$ cat config.mk
export PLATFORM = sky130hd
export DESIGN_NAME = wb_initiator
export DESIGN_NICKNAME = d
export VERILOG_FILES = /design/src/rtl/wb_pkg.sv /design/src/rtl/wb_timeout.sv /design/src/rtl/wb_initiator.sv
export SDC_FILE = /design/constraint.sdc
export NUM_CORES = 1
export LEC_CHECK = 0
export CELL_PAD_IN_SITES_DETAIL_PLACEMENT = 1
export CELL_PAD_IN_SITES_GLOBAL_PLACEMENT = 2
export CORE_UTILIZATION = 30
export CTS_CLUSTER_SIZE = 30
export DETAILED_ROUTE_END_ITERATION = 7
export PLACE_DENSITY_LB_ADDON = 0.25
export RECOVER_POWER = 25
export SETUP_SLACK_MARGIN = 0.1
export SLEW_MARGIN = 30
export SYNTH_ARGS = -nofsm -noshare
export SYNTH_HDL_FRONTEND = slang
export SYNTH_SLANG_ARGS = --single-unit
$ cat constraint.sdc
create_clock -name wb_clock_i -period 3.2 [get_ports wb_clock_i]
set_clock_uncertainty 0.15 [all_clocks]
set_input_delay 0.8 -clock wb_clock_i [delete_from_list [all_inputs] [get_ports wb_clock_i]]
set_output_delay 0.8 -clock wb_clock_i [all_outputs]
set_load 0.02 [all_outputs]
$ cat src/rtl/wb_pkg.sv
// Shared types and default constants for the Wishbone classic initiator.
package wb_pkg;

  typedef enum logic [1:0] {
    StIdle = 2'd0,
    StBus  = 2'd1,
    StResp = 2'd2
  } wb_state_e;

  localparam int unsigned DefAddrWidth     = 10;
  localparam int unsigned DefDataWidth     = 8;
  localparam int unsigned DefTimeoutCycles = 16;
  localparam int unsigned TimeoutCntWidth  = 8;

endpackage

$ cat src/rtl/wb_timeout.sv
// Ack wait counter: cleared on command acceptance, counts bus cycles without ack.
module wb_timeout
  import wb_pkg::*;
#(
  parameter int unsigned Timeout = DefTimeoutCycles
) (
  input  logic clk_i,
  input  logic rst_ni,
  input  logic clear_i,
  input  logic enable_i,
  output logic expired_o
);

  logic [TimeoutCntWidth-1:0] cnt_q;

  always_ff @(posedge clk_i or negedge rst_ni) begin
    if (!rst_ni) begin
      cnt_q <= '0;
    end else if (clear_i) begin
      cnt_q <= '0;
    end else if (enable_i) begin
      cnt_q <= cnt_q + 1'b1;
    end
  end

  // High on the edge where the count would reach Timeout.
  assign expired_o = enable_i && (cnt_q == TimeoutCntWidth'(Timeout - 1));

endmodule

$ cat src/rtl/wb_initiator.sv
// Single-outstanding Wishbone classic initiator bridging a valid/ready command
// stream to the bus and returning read data or a timeout error.
module wb_initiator
  import wb_pkg::*;
#(
  parameter int unsigned ADDR_WIDTH     = DefAddrWidth,
  parameter int unsigned DATA_WIDTH     = DefDataWidth,
  parameter int unsigned TIMEOUT_CYCLES = DefTimeoutCycles
) (
  input  logic                  wb_clock_i,
  input  logic                  wb_reset_i,
  input  logic                  cmd_valid_i,
  output logic                  cmd_ready_o,
  input  logic                  cmd_we_i,
  input  logic [ADDR_WIDTH-1:0] cmd_addr_i,
  input  logic [DATA_WIDTH-1:0] cmd_data_i,
  output logic                  rsp_valid_o,
  input  logic                  rsp_ready_i,
  output logic [DATA_WIDTH-1:0] rsp_data_o,
  output logic                  rsp_err_o,
  output logic [ADDR_WIDTH-1:0] wb_addr_o,
  output logic [DATA_WIDTH-1:0] wb_data_o,
  input  logic [DATA_WIDTH-1:0] wb_data_i,
  output logic                  wb_we_o,
  output logic                  wb_cycle_o,
  output logic                  wb_strobe_o,
  input  logic                  wb_ack_i
);

  wb_state_e             state_q;
  logic                  ready_q;
  logic                  cyc_q;
  logic                  we_q;
  logic [ADDR_WIDTH-1:0] addr_q;
  logic [DATA_WIDTH-1:0] wdata_q;
  logic                  rsp_valid_q;
  logic [DATA_WIDTH-1:0] rsp_data_q;
  logic                  rsp_err_q;

  logic accept;
  logic wait_en;
  logic expired;

  assign accept  = cmd_valid_i && ready_q;
  assign wait_en = (state_q == StBus) && !wb_ack_i;

  wb_timeout #(
    .Timeout (TIMEOUT_CYCLES)
  ) u_timeout (
    .clk_i     (wb_clock_i),
    .rst_ni    (wb_reset_i),
    .clear_i   (accept),
    .enable_i  (wait_en),
    .expired_o (expired)
  );

  // ready_q resets low so cmd_ready_o only rises on the first edge after reset release.
  always_ff @(posedge wb_clock_i or negedge wb_reset_i) begin
    if (!wb_reset_i) begin
      state_q     <= StIdle;
      ready_q     <= 1'b0;
      cyc_q       <= 1'b0;
      we_q        <= 1'b0;
      addr_q      <= '0;
      wdata_q     <= '0;
      rsp_valid_q <= 1'b0;
      rsp_data_q  <= '0;
      rsp_err_q   <= 1'b0;
    end else begin
      unique case (state_q)
        StIdle: begin
          ready_q <= 1'b1;
          if (accept) begin
            state_q <= StBus;
            ready_q <= 1'b0;
            cyc_q   <= 1'b1;
            we_q    <= cmd_we_i;
            addr_q  <= cmd_addr_i;
            wdata_q <= cmd_data_i;
          end
        end
        StBus: begin
          // Ack takes priority over a simultaneous timeout.
          if (wb_ack_i) begin
            state_q     <= StResp;
            cyc_q       <= 1'b0;
            we_q        <= 1'b0;
            rsp_valid_q <= 1'b1;
            rsp_err_q   <= 1'b0;
            rsp_data_q  <= we_q ? '0 : wb_data_i;
          end else if (expired) begin
            state_q     <= StResp;
            cyc_q       <= 1'b0;
            we_q        <= 1'b0;
            rsp_valid_q <= 1'b1;
            rsp_err_q   <= 1'b1;
            rsp_data_q  <= '0;
          end
        end
        StResp: begin
          if (rsp_ready_i) begin
            state_q     <= StIdle;
            ready_q     <= 1'b1;
            rsp_valid_q <= 1'b0;
            rsp_err_q   <= 1'b0;
            rsp_data_q  <= '0;
          end
        end
        default: begin
          state_q <= StIdle;
          ready_q <= 1'b0;
          cyc_q   <= 1'b0;
          we_q    <= 1'b0;
        end
      endcase
    end
  end

  assign cmd_ready_o = ready_q;
  assign rsp_valid_o = rsp_valid_q;
  assign rsp_data_o  = rsp_data_q;
  assign rsp_err_o   = rsp_err_q;
  assign wb_addr_o   = addr_q;
  assign wb_data_o   = wdata_q;
  assign wb_we_o     = we_q;
  assign wb_cycle_o  = cyc_q;
  assign wb_strobe_o = cyc_q;

endmodule
==> impl_metrics.json <==
{
  "status": "finished clean",
  "power.internal_mw": 1.49,
  "antenna_found_initial": 0,
  "vias": 1345,
  "die_y_um": 77.7,
  "wirelength_mm": 4.14,
  "syn_inst": 133,
  "place_inst": 263,
  "coreArea_sq_um": 5510,
  "synth-async-reset-ratio_pct": 100,
  "final.setup.worst_slack_ps": 707,
  "max_freq_mhz": 401,
  "synth-simple-area-share_pct": 10.8,
  "synth_compound_area_share_pct": 11.2,
  "drtIter0Drc": 50,
  "postRouteAntennaNets": 0,
  "final_core_util_pct": 45.7,
  "startpoint_type": "primary input",
  "drv_slew": 0,
  "worstSetupEndpointType": "register",
  "dp_hpwl_mm": 3.10,
  "synth_edf_count": 0,
  "cts_resized": 0,
  "synth-xor-area-share_pct": 0.509,
  "power_frac_comb_pct": 45.3,
  "p_clk_share_pct": 17.8,
  "ys_types": 33,
  "syn2layout_area_growth_pct": 46.3,
  "gr-total-overflow": 0,
  "muxShareOfSynthArea_pct": 13.6,
  "wl_per_cell_um": 15.3,
  "diodes": 0,
  "fin_crit_sh_pct": 77.9,
  "critical_path_required_ps": 3230,
  "peakVddDrop_mv": 0.408,
  "finalSetupViolCount": 0,
  "hold_path.class": "in -> async",
  "ys_seq_area_share_pct": 59.7,
  "clock-sinks": 41,
  "layout-drive-gt1-share_pct": 16.2,
  "htreeDepth": 2,
  "netlist_area_sq_um": 1720,
  "fin_setup_tns_ps": 0,
  "grt_util_all_layers_pct": 15.3,
  "grt_max_degree": 42,
  "synth_top_family_by_area": "multiplexers",
  "synth_fa_ha_area_share_pct": 0.728,
  "drv_cap": 0,
  "layout.cells.non_filler": 270,
  "ys.flop_type": "dfrtp_1",
  "start_util_pct": 31.2,
  "synth_warnings": 0,
  "p_per_area_nw_per_um2": 902,
  "syn_area_per_cell_sq_um": 12.9,
  "leakage_nw": 1.03,
  "tightestPinTransition_ps": 528,
  "regArea_sq_um": 1030,
  "p_sw_mw": 0.783,
  "fin_crit_ps": 2490,
  "root_buffer": "clkbuf_8",
  "die-area_sq_um": 6040,
  "insertion_delay_ps": 290,
  "portBuffers": 63,
  "seqPwrFrac_pct": 37.0,
  "postCtsHoldBufs": 0,
  "cts_tree": "yes",
  "ios": 64,
  "grt_pass1_vias": 1435,
  "max-clock-path-buffers": 2,
  "die_width_um": 77.7,
  "synth_fp_nets": 166,
  "slew-limit-headroom_pct": 64.8,
  "critPathKind": "in -> reg",
  "reg2reg_depth": 3,
  "path_clk_slew_ps": 80,
  "grt_pass1_wl_mm": 6.99,
  "num_rows": 27,
  "fillers": 575,
  "post-cts-setup-buffer-count": 0,
  "finalHoldViolCount": 0,
  "drt_first_pass_iters": 4,
  "switching_share_pct": 34.5,
  "gp_congestion": 0.665,
  "rsz0062_at_grt": "false",
  "nets": 231,
  "multiInputGateArea_sq_um": 633,
  "vias_per_cell": 4.98,
  "cp.arrival_ps": 2530,
  "cts_buffers": 5,
  "ys_ff_latch": 41,
  "path_max_fanout": 12,
  "post-route-drc-count": 0,
  "place_ws_ps": 415
}
## layout by cell type (no fill, tap or decap), types with 4 or more instances in the layout
| master | instances |
|---|---|
| o21ai_0 | 5 |
| dfrtp_1 | 41 |
| buf_4 | 4 |
| clkbuf_8 | 5 |
| clkdlybuf4s50_1 | 62 |
| nor2_1 | 4 |
| nand2_1 | 6 |
| a32o_1 | 8 |
| mux2_2 | 19 |
| a21oi_1 | 6 |
## cells in the mapped netlist (2+ instances only)
cell       count  share of area, %
a21oi_1        6               1.7
a32o_1         8               4.7
and2_1         2              0.73
buf_2          3              0.87
buf_4          2              0.87
dfrtp_1       41                60
inv_1          3              0.65
mux2_2        19                12
mux2i_1        2               1.2
nand2_1        6               1.3
nand3_1        3              0.87
nand3b_1       3               1.3
nor2_1         4              0.87
nor3b_1        2              0.87
o21ai_0        5               1.5
o2bb2ai_1      2               1.0
o31ai_1        2              0.87
or3_1          3               1.1
or4_1          3               1.3
## final timing paths
kind                                           startpoint                              to  slack (ps)
hold / removal                                 wb_reset_i       rsp_data_o[0]$_DFFE_PN0P_         320
setup / recovery                                 wb_ack_i  u_timeout.cnt_q[7]$_DFFE_PN0P_         710
max in group asynchronous                      wb_reset_i       rsp_data_o[4]$_DFFE_PN0P_        2200
min in group wb_clock_i           rsp_valid_o$_DFFE_PN0P_         rsp_valid_o$_DFFE_PN0P_         360
setup reg to reg           u_timeout.cnt_q[4]$_DFFE_PN0P_       rsp_data_o[3]$_DFFE_PN0P_        1160
hold reg to reg                   rsp_valid_o$_DFFE_PN0P_         rsp_valid_o$_DFFE_PN0P_         360
## flip-flops by register name (all words and copies together), names as in the netlist
name             count
wb_addr_o           10
state_q              2
rsp_valid_o          1
cmd_ready_o          1
rsp_err_o            1
wb_cycle_o           1
rsp_data_o           8
wb_data_o            8
u_timeout.cnt_q      8
wb_we_o              1
## metrics by stage
step	hold slack, ps	cell area, sq um	power [mW]
global route	359	2510	2.41
CTS	368	2510	2.31
detailed placement	348	2410	1.89
finish	321	2510	2.27
global placement	326	2410	1.85
floorplan	354	1720	1.40
## final cells by class
type	count	share of cell area (%)
timing repair buffer	66	25.9
clock inverter	2	1.39
clock buffer	5	2.74
inverter	3	0.448
multi-input combinational	81	25.2
tap	72	3.58
sequential	41	40.8
## metal layers
| layer | up-vias | track usage (%) | routed length [um] |
|---|---|---|---|
| li1 | 612 | - | - |
| met1 | 677 | 17.5 | 1700 |
| met2 | 51 | 25.8 | 2070 |
| met3 | 5 | 6.00 | 321 |
| met4 | 0 | 5.66 | 48 |
| met5 | - | 0 | 0 |
## kinds of logic after synthesis
kind of cell               Yosys count
buffers and inverters               11
muxes                               21
DFF                                 41
AOI/OAI and AO/OA                   26
adders and majority gates            1
xor gates and xnor gates             1
and+or+nand+nor                     32
## power by group through the flow
stage / combinational, mW / sequential, mW / clock [mW]
2_1_floorplan: 0.370 / 1.03 / 0
6_report: 1.03 / 0.839 / 0.403
3_5_place_dp: 1.04 / 0.850 / 0
5_1_grt: 1.09 / 0.871 / 0.446
3_3_place_gp: 1.02 / 0.837 / 0
4_1_cts: 1.05 / 0.844 / 0.420
## worst max-delay path: stages
cell and delay (ps):
clkdlybuf4s50_1 470, or3b_1 530, nor4_1 360, mux2_2 370
Note: power is estimated with default switching activity, not from simulation.
